## config.mk

```make
export PLATFORM = sky130hd
export DESIGN_NAME = bus_reg_slave
export DESIGN_NICKNAME = d
export VERILOG_FILES = /design/src/rtl/bus_pkg.sv /design/src/rtl/bus_reg_file.sv /design/src/rtl/bus_reg_slave.sv
export SDC_FILE = /design/constraint.sdc
export NUM_CORES = 1
export LEC_CHECK = 0
export CORE_AREA = 2 2 254 256
export DETAILED_ROUTE_END_ITERATION = 8
export DIE_AREA = 0 0 256 258
export SETUP_SLACK_MARGIN = 0.4
export SYNTH_ARGS = -nofsm -noshare
export SYNTH_HDL_FRONTEND = slang
export SYNTH_SLANG_ARGS = --single-unit
```

## constraint.sdc

```tcl
create_clock -name clk -period 1.92 [get_ports clk]
set_clock_uncertainty 0.1 [all_clocks]
set_input_delay 0.192 -clock clk [delete_from_list [all_inputs] [get_ports clk]]
set_output_delay 0.192 -clock clk [all_outputs]
set_load 0.03 [all_outputs]
```

## src/rtl/bus_pkg.sv

```systemverilog
// Shared types and defaults for the register slave.
package bus_pkg;

  // Default register count; the top index is the read-only write counter.
  localparam int NREG_DEF = 16;

  // Read channel: accept an address in IDLE, present data in RESP.
  typedef enum logic {
    IDLE = 1'b0,
    RESP = 1'b1
  } rd_state_e;

endpackage

```

## src/rtl/bus_reg_file.sv

```systemverilog
// Writable register storage: NREG-1 words, one write port, one combinational
// read port. The top index is not stored here (it is the status counter).
module bus_reg_file
  import bus_pkg::*;
#(
  parameter int BDW  = 32,
  parameter int NREG = NREG_DEF
) (
  input  logic                    clk,
  input  logic                    rst,
  input  logic                    i_we,
  input  logic [$clog2(NREG)-1:0] i_widx,
  input  logic [BDW-1:0]          i_wdata,
  input  logic [$clog2(NREG)-1:0] i_ridx,
  output logic [BDW-1:0]          o_rdata
);

  localparam int AW = $clog2(NREG);
  localparam logic [AW-1:0] LAST = AW'(NREG - 1);

  logic [NREG-2:0][BDW-1:0] r_mem;

  // Storage: cleared asynchronously, one word written per edge.
  always_ff @(posedge clk or negedge rst) begin
    if (!rst)      r_mem         <= '0;
    else if (i_we) r_mem[i_widx] <= i_wdata;
  end

  // Read port; indices past the stored range return zero.
  always_comb begin
    o_rdata = '0;
    if (i_ridx < LAST) o_rdata = r_mem[i_ridx];
  end

endmodule

```

## src/rtl/bus_reg_slave.sv

```systemverilog
// Register slave: always-ready write channel, single-outstanding read channel
// with one-cycle latency, and a read-only write counter at the top index.
module bus_reg_slave
  import bus_pkg::*;
#(
  parameter int BAW  = 32,
  parameter int BDW  = 32,
  parameter int NREG = NREG_DEF
) (
  input  logic           clk,
  input  logic           rst,
  // write channel
  input  logic           wvalid,
  output logic           wready,
  input  logic [BAW-1:0] waddr,
  input  logic [BDW-1:0] wdata,
  // read address channel
  input  logic           arvalid,
  output logic           arready,
  input  logic [BAW-1:0] araddr,
  // read data channel
  output logic           rvalid,
  input  logic           rready,
  output logic [BDW-1:0] rdata,
  output logic           rerr
);

  localparam int AW = $clog2(NREG);
  localparam logic [AW-1:0] STAT_IDX = AW'(NREG - 1);

  rd_state_e      r_state, w_state_nxt;
  logic [BDW-1:0] r_cnt;
  logic [BDW-1:0] r_rdata;
  logic           r_rerr;

  logic           w_win, w_rin;
  logic [AW-1:0]  w_widx, w_ridx;
  logic           w_rf_we;
  logic [BDW-1:0] w_rf_rdata;
  logic [BDW-1:0] w_rd_word;
  logic           w_ar_acc, w_r_done;

  // Ready flags follow reset combinationally: low the instant reset asserts,
  // high in time for the first edge after release.
  assign wready  = rst;
  assign arready = rst && (r_state == IDLE);
  assign rvalid  = (r_state == RESP);
  assign rdata   = r_rdata;
  assign rerr    = r_rerr;

  // Address decode: word addresses, in range below NREG.
  assign w_win  = (waddr  < BAW'(NREG));
  assign w_rin  = (araddr < BAW'(NREG));
  assign w_widx = waddr[AW-1:0];
  assign w_ridx = araddr[AW-1:0];

  // Inside the flops wready is known to be 1 (reset branch not taken), so a
  // transfer is simply wvalid. The status index is never stored.
  assign w_rf_we = wvalid && w_win && (w_widx != STAT_IDX);

  bus_reg_file #(
    .BDW  (BDW),
    .NREG (NREG)
  ) u_rf (
    .clk     (clk),
    .rst     (rst),
    .i_we    (w_rf_we),
    .i_widx  (w_widx),
    .i_wdata (wdata),
    .i_ridx  (w_ridx),
    .o_rdata (w_rf_rdata)
  );

  // Status counter: counts every transferred write, in range or not.
  always_ff @(posedge clk or negedge rst) begin
    if (!rst)        r_cnt <= '0;
    else if (wvalid) r_cnt <= r_cnt + BDW'(1);
  end

  // Read FSM state register.
  always_ff @(posedge clk or negedge rst) begin
    if (!rst) r_state <= IDLE;
    else      r_state <= w_state_nxt;
  end

  // Read FSM next state: one address accepted per response round trip.
  always_comb begin
    w_state_nxt = r_state;
    w_ar_acc    = 1'b0;
    w_r_done    = 1'b0;
    case (r_state)
      IDLE: if (arvalid) begin
        w_state_nxt = RESP;
        w_ar_acc    = 1'b1;
      end
      RESP: if (rready) begin
        w_state_nxt = IDLE;
        w_r_done    = 1'b1;
      end
      default: w_state_nxt = IDLE;
    endcase
  end

  // Read word select from pre-edge state, so a same-edge write or counter
  // bump is not visible to this read.
  always_comb begin
    w_rd_word = '0;
    if (w_rin) w_rd_word = (w_ridx == STAT_IDX) ? r_cnt : w_rf_rdata;
  end

  // Response registers: loaded on accept, held while stalled, zeroed on
  // completion so rdata is 0 whenever rvalid is low.
  always_ff @(posedge clk or negedge rst) begin
    if (!rst) begin
      r_rdata <= '0;
      r_rerr  <= 1'b0;
    end else if (w_ar_acc) begin
      r_rdata <= w_rd_word;
      r_rerr  <= !w_rin;
    end else if (w_r_done) begin
      r_rdata <= '0;
      r_rerr  <= 1'b0;
    end
  end

endmodule
```

==> results.txt <==
VDD sags by at most 0.000593 V. The total of flip-flops plus latches after synthesis is 546. By instance count, the cell type seen most on the critical path is sky130_fd_sc_hd__buf_6. After filler insertion, the fill cell instance count of the layout stands at 4865.

Static timing analysis puts the maximum clock frequency at 0.501 GHz. The core region is 63600 µm². The portion of total power attributed to combinational logic is 0.080. The internal power of the cells totals 19.4 mW. For this design the total switching power over the nets is 6.16 mW. From synthesis to final layout, the design area changed by 40.2%. The final worst-path setup slack was -0.0769 ns; the transition time at the pin with the least slew margin was 0.807 ns.

The count of flip-flops with a built-in enable after synthesis is 0. The number of warning messages in the yosys log was 0; the largest driver fanout on the critical path was 8. STA puts the critical path data arrival time at 2.40 ns.

The tree built by TritonCTS fans out to 546 sinks. The run gives 66000 µm² as the die footprint. The effective utilization at floorplan is 0.403, and the later-pin clock latency in the skew report is 0.63 ns. The cell leakage power is 16.7 nW, and the post-detailed-route via-to-cell ratio is 5.81.

After the last flow step, the layout net total stands at 2294. Traced cell by cell, the critical path runs through buf_6 > nor4b_4 > nand4_4 > buf_12 > buf_16 > buf_8 > buf_6 > nor4_4 > buf_6 > clkbuf_16 > mux2_4. The headroom to the max-slew limit is 0.460. The run gives 0.118 ns as the worst slack on hold paths. In this run the number of H-tree levels came out at 2. The row count is 93. Post-synthesis net count: 1930. For the number of pins with negative max-slew slack in the final report, the log shows 0.

The run gives 2832 as the number of placed instances, taps included. The ratio of cells with drive above 1 in the final layout came out at 0.542. For the worst setup path, the data required time is 2.32 ns. The switching power share of the total is 0.241, and the routed length per placed instance is 29.2 µm.

Dividing total power by cell area gives a power density of 712 nW/µm². The multi-input combinational cells in the finished layout cover a total of 13600 µm². Before antenna repair, the detailed router went through 7 iterations.

Overall die width: 256 µm. The checks that failed: setup timing. Hold violation total from the final report: 0.

TritonCTS built the clock tree. The worst setup path is launched from an input port. The final worst-path cycle share was 1.04. The run gives 0.815 as the weighted congestion at the end of routability-driven global placement. Clock-pin slew was measured on the worst setup and hold paths at 0.06 ns. The sequential fraction of design power is 0.458, and the number of global-route vias before repair is 18487. Across the run, the number of max-cap violations was 0. For the maximum number of pins on one net before global-route repair, the log shows 111.

Origin of the worst min-delay path: araddr[3]. The final route contains 18003 vias. The worst setup path is of the in -> reg kind.

The async set-reset flop share out of synthesis is 1.00, and the worst setup slack after placement is -0.671 ns. Clock group share of total power: 0.462. The remaining antenna violation count after routing is 0, and the count of placed standard cells in the final layout, fillers left out is 3098.

Boundary pin count: 137. The worst reg-to-reg setup slack is 0.05 ns. Each instance of the synthesized netlist takes up on average 14.0 µm². Setup violations remaining at the end of the flow were counted as 42.

The first global-routing pass estimated 125000 µm of wire. The total area of sequential cells was 13700 µm². The run finished, with violations left. The initial antenna violation count is 3. In this run, the number of DRC markers left after iteration 0 of detailed routing was 1456. In this run the critical register-to-register path is launched from rvalid. The post-layout total power is 25.6 mW, and the number of buffers on the longest clock path is 3.

The prevailing post-synth register cell is sky130_fd_sc_hd__dfrtp_1. Worst hold-check path type: in -> reg. In this run the tool buffered the top-level ports with 136 buffer cells.

The run gives 0.252 as the total track usage. The remaining design rule violation count is 0, and the stage delay of the slowest cell on the critical path is 0.37 ns. The proportion of synthesized chip area in sequential cells was 0.533; the clock buffer count from CTS was 59. Setup repair after global routing could not meet its margin everywhere. The routed design could run at a clock period as short as 2.00 ns. The master cell of the clock root buffer is sky130_fd_sc_hd__clkbuf_16. The synthesized netlist occupies a cell area of 25600 µm². The total half-perimeter wirelength after legalization and detailed placement was 46700 µm.

For this run the aggregate overflow at the end of global routing stands at 0. The tools report the total length of routed wires as 90600 µm. Measured along the y axis, the die boundary spans 258 µm. The run gives 1828 as the synthesized instance count.

STA classifies the critical path endpoint as a flop. Slowest stage cell on the critical path: sky130_fd_sc_hd__nor4b_4. The critical path starts at waddr[26]. Yosys mapped the design onto 48 distinct sky130hd cell types.
==> power groups by stage <==
stage               combinational (mW)  clock (mW)  sequential (mW)
global placement                  1.73           0             11.9
global route                      2.18        12.4             11.7
finish                            2.05        11.8             11.7
CTS                               1.77        11.9             11.7
detailed placement                1.74           0             11.9
floorplan                        0.703           0             11.9
==> state kept, by name (all words and copies together) (netlist names) <==
register and count:
u_rf.r_mem 480, r_cnt 32, rdata 32, rerr 1
rvalid 1
==> worst max-delay path: cells and delay by family <==
family,cells,cell delay (ns)
buffers and inverters,7,1.03
multiplexers,1,0.31
AND/OR/NAND/NOR,3,0.83
==> Yosys cell counts (all sizes together) (3+ instances only) <==
library cell / number / area, µm²
nand2: 57 / 214
xnor2: 25 / 219
a21oi: 25 / 125
nand2b: 59 / 369
dfrtp: 546 / 13700
xor2: 6 / 52.6
nand3b: 7 / 52.6
buf: 74 / 458
and4: 20 / 175
o31a: 7 / 61.3
nor3: 4 / 20.0
nor4: 29 / 363
mux2: 567 / 6380
o41ai: 4 / 35.0
and3: 14 / 87.6
o211ai: 24 / 180
mux4: 58 / 1310
o21ai: 8 / 40.0
a2111o: 18 / 203
mux2i: 29 / 290
a211oi: 9 / 67.6
clkbuf: 77 / 289
nand4: 16 / 106
nand3: 22 / 110
a22oi: 14 / 105
nor2: 48 / 180
inv: 3 / 11.3
a221oi: 31 / 272
and2: 3 / 18.8
nor2b: 11 / 68.8
==> layout make-up <==
cell class | instances | share of cell area
Sequential cell | 546 | 0.381
Multi-Input combinational cell | 1128 | 0.377
Timing Repair Buffer | 454 | 0.156
Clock buffer | 90 | 0.0491
Tap cell | 855 | 0.0298
Clock inverter | 20 | 0.00658
Inverter | 3 | 0.000313
Antenna cell | 2 | 0.000139
==> stage by stage <==
stage                     area [µm²]  setup TNS, ns   util
final                          35900          -1.70  0.565
after CTS                      34200              0  0.537
after global routing           35900          -1.93  0.565
after global placement         30100        -293.99  0.473
after detailed placement       30100        -306.76  0.473
after floorplan                27000         -40.62      -
==> metal layers <==
metal  GRT usage  vias up  share of wire
li1            -     7463              -
met1       0.344     9704           0.43
met2       0.408      664           0.46
met3      0.0375      168          0.062
met4      0.0993        4          0.042
met5           0        -        0.00030
==> worst paths after layout <==
kind                                         to  cells after the start
min in group asynchronous       u_rf.r_mem[445]                      3
worst min register to register  u_rf.r_mem[199]                      1
max in group asynchronous             rdata[17]                      4
worst max-delay path            u_rf.r_mem[359]                     11
worst max register to register         rdata[0]                      6
worst min-delay path                  rdata[28]                      4
==> cell usage in the layout, fill, tap and decap left out, drive strengths merged, types with 7 or more instances in the layout <==
cell	Yosys	final
a2111o	18	18
a211oi	9	9
a21oi	25	25
a221oi	31	31
a22oi	14	14
and3	14	14
and4	20	20
buf	74	358
clkbuf	77	108
clkdlybuf4s50	0	62
clkinv	0	12
dfrtp	546	546
mux2	567	567
mux2i	29	29
mux4	58	58
nand2	57	57
nand2b	59	59
nand3	22	22
nand3b	7	7
nand4	16	16
nor2	48	48
nor2b	11	11
nor4	29	29
o211ai	24	24
o21ai	8	8
o31a	7	7
xnor2	25	25
==> logic make-up (layout without fill, tap and decap cells) <==
logic type | count (synthesis) | after routing | synth area share
AOI/OAI and AO/OA | 147 | 147 | 0.0447
xor gates and xnor gates | 31 | 31 | 0.0106
adders and majority gates | 1 | 1 | 0.000488
buffers and inverters | 154 | 567 | 0.0296
DFF | 546 | 546 | 0.533
muxes | 654 | 654 | 0.311
other | 0 | 2 | 0
and+or+nand+nor | 295 | 295 | 0.0705
==> what timing repair did <==
action,CTS,global route
gates cloned,28,18
hold endpoints to repair,483,0
resized for setup,546,263
pin swaps,30,36
buffers inserted,60,45
hold buffers,3,0
endpoints found under the setup margin,572,552
Power figures use the tool's default switching activity.
